$ cat config.mk
export PLATFORM = sky130hd
export DESIGN_NAME = mem_arbiter
export DESIGN_NICKNAME = d
export VERILOG_FILES = /design/src/rtl/mem_arbiter.sv
export SDC_FILE = /design/constraint.sdc
export NUM_CORES = 1
export LEC_CHECK = 0
export ABC_AREA = 0
export CORE_AREA = 2 2 122 124
export CTS_BUF_LIST = sky130_fd_sc_hd__clkbuf_2 sky130_fd_sc_hd__clkbuf_4 sky130_fd_sc_hd__clkbuf_8
export DETAILED_ROUTE_END_ITERATION = 8
export DIE_AREA = 0 0 124 126
export PLACE_DENSITY = 0.58
export SYNTH_ARGS = -nofsm -noshare
export SYNTH_HDL_FRONTEND = slang
export SYNTH_SLANG_ARGS = --single-unit
$ cat constraint.sdc
create_clock -name clk_i -period 2 [get_ports clk_i]
set_input_delay 0.5 -clock clk_i [delete_from_list [all_inputs] [get_ports clk_i]]
set_output_delay 0.5 -clock clk_i [all_outputs]
set_load 0.1 [all_outputs]
$ cat src/rtl/mem_arbiter.sv
// Two-requester (fetch I, load/store D) arbiter onto one in-order memory port.
// Define MEM_ARBITER_RR_EN for round-robin grant; default is fixed D-over-I priority.
module mem_arbiter #(
    parameter int unsigned Xlen           = 32,
    parameter int unsigned MaskBits       = Xlen / 8,
    parameter int unsigned MaxOutstanding = 2
) (
    input  logic                clk_i,
    input  logic                rst_i,

    input  logic                i_valid_i,
    output logic                i_ready_o,
    input  logic [Xlen-1:0]     i_addr_i,
    input  logic [Xlen-1:0]     i_wdata_i,
    input  logic [MaskBits-1:0] i_wmask_i,
    output logic [Xlen-1:0]     i_rdata_o,
    output logic                i_rvalid_o,

    input  logic                d_valid_i,
    output logic                d_ready_o,
    input  logic [Xlen-1:0]     d_addr_i,
    input  logic [Xlen-1:0]     d_wdata_i,
    input  logic [MaskBits-1:0] d_wmask_i,
    output logic [Xlen-1:0]     d_rdata_o,
    output logic                d_rvalid_o,

    input  logic                mem_ready_i,
    output logic                mem_valid_o,
    output logic [Xlen-1:0]     mem_addr_o,
    output logic [Xlen-1:0]     mem_wdata_o,
    output logic [MaskBits-1:0] mem_wmask_o,
    input  logic [Xlen-1:0]     mem_rdata_i,
    input  logic                mem_rvalid_i
);

    localparam int unsigned PtrW = (MaxOutstanding > 1) ? $clog2(MaxOutstanding) : 1;
    localparam int unsigned CntW = $clog2(MaxOutstanding + 1);

    typedef enum logic [1:0] {
        ARB_FREE,
        ARB_HOLD_I,
        ARB_HOLD_D
    } arb_state_e;

    typedef enum logic {
        OWN_I = 1'b0,
        OWN_D = 1'b1
    } owner_e;

    arb_state_e      r_state;
    arb_state_e      w_state_nxt;
    owner_e          r_last;
    owner_e          w_gnt;
    owner_e          r_fifo [MaxOutstanding];
    logic [PtrW-1:0] r_wptr;
    logic [PtrW-1:0] r_rptr;
    logic [CntW-1:0] r_count;
    logic            w_full;
    logic            w_empty;
    logic            w_gnt_valid;
    logic            w_accept;
    logic            w_pop;

    function automatic logic [PtrW-1:0] ptr_inc(input logic [PtrW-1:0] p);
        return (p == PtrW'(MaxOutstanding - 1)) ? '0 : p + PtrW'(1);
    endfunction

    // Fullness comes from the registered count only; a same-cycle pop does not free a slot.
    assign w_full  = (r_count == CntW'(MaxOutstanding));
    assign w_empty = (r_count == '0);

    assign i_rdata_o = mem_rdata_i;
    assign d_rdata_o = mem_rdata_i;

    always_ff @(posedge clk_i or posedge rst_i) begin
        if (rst_i) begin
            r_state <= ARB_FREE;
        end else begin
            r_state <= w_state_nxt;
        end
    end

    always_comb begin
        w_gnt       = OWN_I;
        w_gnt_valid = 1'b0;
        w_accept    = 1'b0;
        w_state_nxt = r_state;
        mem_valid_o = 1'b0;
        i_ready_o   = 1'b0;
        d_ready_o   = 1'b0;
        mem_addr_o  = i_addr_i;
        mem_wdata_o = i_wdata_i;
        mem_wmask_o = i_wmask_i;

        case (r_state)
            ARB_HOLD_I: w_gnt = OWN_I;
            ARB_HOLD_D: w_gnt = OWN_D;
            default: begin
`ifdef MEM_ARBITER_RR_EN
                if (d_valid_i && i_valid_i) begin
                    w_gnt = (r_last == OWN_D) ? OWN_I : OWN_D;
                end else if (d_valid_i) begin
                    w_gnt = OWN_D;
                end
`else
                if (d_valid_i) begin
                    w_gnt = OWN_D;
                end
`endif
            end
        endcase

        if (w_gnt == OWN_D) begin
            w_gnt_valid = d_valid_i;
            mem_addr_o  = d_addr_i;
            mem_wdata_o = d_wdata_i;
            mem_wmask_o = d_wmask_i;
        end else begin
            w_gnt_valid = i_valid_i;
        end

        if (!rst_i && !w_full) begin
            mem_valid_o = w_gnt_valid;
            i_ready_o   = (w_gnt == OWN_I) && mem_ready_i;
            d_ready_o   = (w_gnt == OWN_D) && mem_ready_i;
        end

        w_accept = mem_valid_o && mem_ready_i;

        // A held grant is also released if its owner withdraws, so the other side cannot deadlock.
        case (r_state)
            ARB_FREE: begin
                if (mem_valid_o && !mem_ready_i) begin
                    w_state_nxt = (w_gnt == OWN_D) ? ARB_HOLD_D : ARB_HOLD_I;
                end
            end
            ARB_HOLD_I: begin
                if (w_accept || !i_valid_i) begin
                    w_state_nxt = ARB_FREE;
                end
            end
            ARB_HOLD_D: begin
                if (w_accept || !d_valid_i) begin
                    w_state_nxt = ARB_FREE;
                end
            end
            default: w_state_nxt = ARB_FREE;
        endcase
    end

    always_comb begin
        w_pop      = mem_rvalid_i && !w_empty && !rst_i;
        i_rvalid_o = w_pop && (r_fifo[r_rptr] == OWN_I);
        d_rvalid_o = w_pop && (r_fifo[r_rptr] == OWN_D);
    end

    always_ff @(posedge clk_i or posedge rst_i) begin
        if (rst_i) begin
            r_wptr  <= '0;
            r_rptr  <= '0;
            r_count <= '0;
            r_last  <= OWN_I;
            for (int unsigned k = 0; k < MaxOutstanding; k++) begin
                r_fifo[k] <= OWN_I;
            end
        end else begin
            if (w_accept) begin
                r_fifo[r_wptr] <= w_gnt;
                r_wptr         <= ptr_inc(r_wptr);
                r_last         <= w_gnt;
            end
            if (w_pop) begin
                r_rptr <= ptr_inc(r_rptr);
            end
            unique case ({w_accept, w_pop})
                2'b10:   r_count <= r_count + CntW'(1);
                2'b01:   r_count <= r_count - CntW'(1);
                default: ;
            endcase
        end
    end

    spurious_rsp_dropped: assert property (@(posedge clk_i) disable iff (rst_i)
        !(mem_rvalid_i && w_empty))
        else $warning("mem_arbiter: response with no outstanding request dropped");

endmodule

After elaboration in Yosys (flattened, before gate mapping)

Cells that the tools add are included.

Output and inout port bits: 137
Register bits: 8
Input bits: 174
Logic and storage cells: 70

$lt $le $gt $ge: 3
Multiplexer cells: 23
Add/subtract/negate cells: 4
Reductions and logical operators: 22
Equality and inequality tests: 8
Bitwise logic cells: 4

Operators with widths:

| operator                                                  | number |
|---|---|
| 2-to-1 mux 32 bit                                         | 2 |
| 2-to-1 mux 1 bit                                          | 11 |
| logical AND 1 bit                                         | 10 |
| 2-to-1 mux 2 bit                                          | 4 |
| equality test 2 bit (second input constant)               | 3 |
| zero test 1 bit                                           | 6 |
| != test 2 bit (second input constant)                     | 3 |
| case mux 2 bit (3 select lines)                           | 1 |
| equality test 2 x 1 -> 1 bit (second input constant)      | 2 |
| greater-or-equal comparator 2 bit (second input constant) | 2 |
| zero test 2 bit                                           | 2 |
| 2-to-1 mux 4 bit                                          | 1 |
| NOT 1 -> 2 bit                                            | 2 |
| case mux 2 bit (2 select lines)                           | 1 |
| AND reduction 3 bit                                       | 1 |
| adder 1 bit (second input constant)                       | 2 |
| adder 2 x 1 -> 2 bit (second input constant)              | 1 |
| bitwise mux 2 bit                                         | 1 |
| logical OR 1 bit                                          | 2 |
| < comparator 2 x 1 -> 1 bit (second input constant)       | 1 |
| NOT 1 bit                                                 | 2 |
| case mux 1 bit (2 select lines)                           | 1 |
| nonzero test 2 bit                                        | 1 |
| subtractor 2 x 1 -> 2 bit (second input constant)         | 1 |
| demux 1 bit (select 1 bit)                                | 1 |

Longest topological paths before layout

Depth after elaboration: 8
Depth in mapped cells: 10
Gate-level depth less buffers: 9

Worst setup path before layout

OpenSTA, ideal clock, no wires.

Kind: register to output
Start: register r_state[0]
End: output i_ready_o
Buffers on the path: 2
Path slack: -1.161 ns
Required time: 1.500 ns
Stages on the path, launching flop included: 7
Arrival: 2.661 ns
Cell sequence: dfrtp_1 -> inv_1 -> ha_1 -> mux2_4 -> buf_6 -> clkbuf_1 -> nor2_1

Word-level cells in the longest chain between the ends: 5
Elaborated cells on any way between the ends: 6
Those cells by class: eq/ne: 2; mux: 2; bitwise: 1; reduce/logical: 1

RTL lines:

| item                                                                       | line | text |
|---|---|---|
| start: declaration                                                         | 50   | `arb_state_e r_state;` |
| start signal: assignment                                                   | 79   | `r_state <= w_state_nxt;` |
| equality test 2 bit / equality test 2 x 1 -> 1 bit (equally long branches) | 95   | `case (r_state)` |
| case mux 1 bit (2 select lines) *                                          | 95   |  |
| NOT 1 bit *                                                                | 124  | `i_ready_o = (w_gnt == OWN_I) && mem_ready_i;` |
| logical AND 1 bit *                                                        | 124  |  |
| 2-to-1 mux 1 bit *                                                         | 122  | `if (!rst_i && !w_full) begin` |
| end: declaration                                                           | 12   | `output logic i_ready_o,` |

Mark *: on every way between the ends. The rest lies on a longest branch, timed or not.

Worst setup path after layout

Start: register r_state[1]
End: output mem_addr_o[0]

Word-level cells in the longest chain between the ends: 3
Elaborated cells on any way between the ends: 4
Those cells by class: eq/ne: 2; mux: 2

RTL lines:

| item                                                                       | line | text |
|---|---|---|
| equality test 2 bit / equality test 2 x 1 -> 1 bit (equally long branches) | 95   |  |
| case mux 1 bit (2 select lines) *                                          | 95   |  |
| 2-to-1 mux 32 bit *                                                        | 113  | `if (w_gnt == OWN_D) begin` |
| end: declaration                                                           | 29   | `output logic [Xlen-1:0] mem_addr_o,` |

Marks and branches as above.

==> flow_metrics.env <==
export IMPL_busiest_layer="met2"
export IMPL_synth_commonest_cells="nand2_1 (207), buf_4 (64), clkbuf_1 (13), dfrtp_1 (8), nor2_1 (5)"
export IMPL_cts_buffers=3
export IMPL_max_clock_path_buffers=2
export IMPL_rsz0062_at_grt="true"
export IMPL_finalCritPeriodShare_pct=121
export IMPL_fin_nets=693
export IMPL_pre_cts_ws_ns=-0.490
export IMPL_routedWlPerCell_um=14.6
export IMPL_yosysWarningCount=0
export IMPL_worstSetupPathType="reg -> out"
export IMPL_p_leak_nw=2.53
export IMPL_finalHoldViolCount=0
export IMPL_gp_congestion=0.805
export IMPL_slew_headroom_pct=75.1
export IMPL_insertion_delay_ns=0.23
export IMPL_postSynthAreaPerCell_um2=5.47
export IMPL_start_kind="flip-flop"
export IMPL_yosysMostFrequentCell="nand2_1"
export IMPL_yosysTopAreaCell="nand2_1"
export IMPL_cts_hold_buf=0
export IMPL_slew_violations=0
export IMPL_drtPass1Iterations=4
export IMPL_syn_instance_count=339
export IMPL_cts_sinks=8
export IMPL_avgViaCountPerCell=3.95
export IMPL_synthArstFlopShare_pct=100
export IMPL_ant_nets=0
export IMPL_num_rows=44
export IMPL_cts_tree="yes"
export IMPL_drive_above_1_share_pct=52.4
export IMPL_die_width_um=124
export IMPL_fmax_mhz=412
export IMPL_diodes=0
export IMPL_synth_ff_type="dfrtp_1"
export IMPL_synth_edf_count=0
export IMPL_dieArea_mm2=0.0156
export IMPL_track_usage_pct=11.3
export IMPL_ctsHtreeMaxLevel=1
export IMPL_antenna_found_initial=0
export IMPL_crit_arrival_ns=1.93
export IMPL_cp_required_ns=1.50
export IMPL_powerDensity_mw_per_mm2=1580
export IMPL_worstPathMaxFanout=16
export IMPL_grt_pass1_wl_um=14000
export IMPL_clk_pin_slew_worst_paths_ns=0.05
export IMPL_finalSetupViolations=73
export IMPL_post_route_util_pct=40.3
export IMPL_yosys_top_cells_area="nand2_1 (42%), buf_4 (26%), dfrtp_1 (11%)"
export IMPL_finalClockSkew_ns=0.00699
export IMPL_ios=311
export IMPL_drt_iter0_drc=34
export IMPL_final_setup_tns_ns=-27.74
export IMPL_holdCritPathClass="reg -> reg"
export IMPL_drv_cap=0
export IMPL_yosysUniqueCellTypes=30
export IMPL_core_region_area_mm2=0.0143
export IMPL_area_growth_synth_to_final_pct=211
export IMPL_synth_area_mm2=0.00185
export IMPL_die_y_um=126
export IMPL_grt_max_degree=42
export IMPL_grt_pass1_vias=2854
export IMPL_initial_utilization_pct=13.0
export IMPL_io_buffers=214
export IMPL_yosys_area_top_type_share_pct=41.9
export IMPL_grt_use_met3_pct=4.76
export IMPL_vdd_drop_max_mv=0.705
export IMPL_wl_um=10200
export IMPL_hold_slack_ns=0.503
export IMPL_violations="setup timing"
export IMPL_place_detailed_hpwl_um=7600
export IMPL_drc=0
export IMPL_seq_area_frac_synth_pct=10.8
export IMPL_timing_final_ws_setup_ns=-0.429
export IMPL_worst_pin_slew_ns=0.373
export IMPL_clockRootBuffer="clkbuf_8"
export IMPL_cp_end_kind="primary output"
export IMPL_grt_ovfl_total=0
export IMPL_grt_util_met1_pct=11.7
export IMPL_synth_nets=517
export IMPL_status="finished, violations left"
export IMPL_num_vias=2755
export IMPL_ys_ff_latch=8
export IMPL_fin_crit_ns=2.43
export IMPL_grt_util_met2_pct=21.3
## repair_timing
| action | in CTS | in global routing |
|---|---|---|
| setup endpoints to repair | 77 | 76 |
| pin swaps | 7 | 6 |
| cloned | 3 | 4 |
| setup buffers | 7 | 5 |
| gates resized for setup | 49 | 55 |
## cells in the final DEF (no fill, tap or decap), drive strengths merged, types with 3 or more instances in the layout
cell           Yosys  layout
dlygate4sd2        0       3
clkdlybuf4s50      0     137
o21ai              4       4
inv                4       3
dfrtp              8       8
buf               66     107
clkbuf            13       5
nor2               6       6
nand2            207     207
xnor2              4       4
ha                 4       4
## metal layers
metal / routed length, um / vias up
li1: - / 1329
met1: 3410 / 1224
met2: 5250 / 187
met3: 1420 / 15
met4: 104 / 0
met5: 0 / -
## critical path, stage by stage (launching register included)
cell	delay, ns
dfrtp_1	0.36
inv_2	0.06
ha_4	0.29
mux2i_4	0.28
buf_12	0.19
buf_16	0.16
nand2_1	0.09
nand2_4	0.09
buf_12	0.17
## sequential cells by signal, indices dropped and copies added (netlist names)
signal / flops
r_rptr: 1
r_state: 2
r_wptr: 1
r_fifo: 2
r_count: 2
## cell families (layout without fill, tap and decap cells)
| logic type | Yosys count | count (layout) | synth area share, % |
|---|---|---|---|
| XOR/XNOR | 5 | 5 | 2.36 |
| multiplexers | 3 | 3 | 1.89 |
| adder cells (fa/ha/maj) | 4 | 4 | 2.70 |
| flip-flops | 8 | 8 | 10.8 |
| AO/OA/AOI/OAI | 12 | 12 | 4.86 |
| buffers and inverters | 83 | 257 | 30.2 |
| AND/OR/NAND/NOR | 224 | 224 | 47.2 |
## per-stage QoR
stage                     power, W  cell area [um2]  std cells
after global routing       0.00942             5770        697
after detailed placement   0.00820             5170        676
after CTS                  0.00880             5490        689
after floorplan            0.00592             2440        339
final                      0.00909             5770        697
after global placement     0.00811             5170        676
## power by group
| group | switching (W) | total (W) | internal, W |
|---|---|---|---|
| Sequential | 0.0000693 | 0.000307 | 0.000238 |
| Clock | 0.0000661 | 0.000197 | 0.000131 |
| Combinational | 0.00537 | 0.00859 | 0.00322 |
| Total | 0.00550 | 0.00909 | 0.00359 |
## worst paths after layout
kind	depth (start not counted)	slack, ns	endpoint	startpoint
worst max-delay path	8	-0.43	mem_addr_o[0]	r_state[1]
worst min-delay path	2	0.50	r_fifo[0]	r_fifo[0]
worst max register to register	10	-0.14	r_count[1]	r_state[1]
worst min register to register	2	0.50	r_fifo[0]	r_fifo[0]
max in group asynchronous	4	1.34	r_rptr	rst_i
min in group asynchronous	4	0.53	r_state[0]	rst_i
## layout make-up
cell class / count / area (um2)
well taps: 184 / 230
clock buffers: 3 / 41.3
multi-input cells: 248 / 1960
repair buffers: 250 / 3320
flip-flops and latches: 8 / 200
inverters: 4 / 18.8
fillers: 1385 / 8550
No activity file was read; power rests on OpenSTA's default activity.
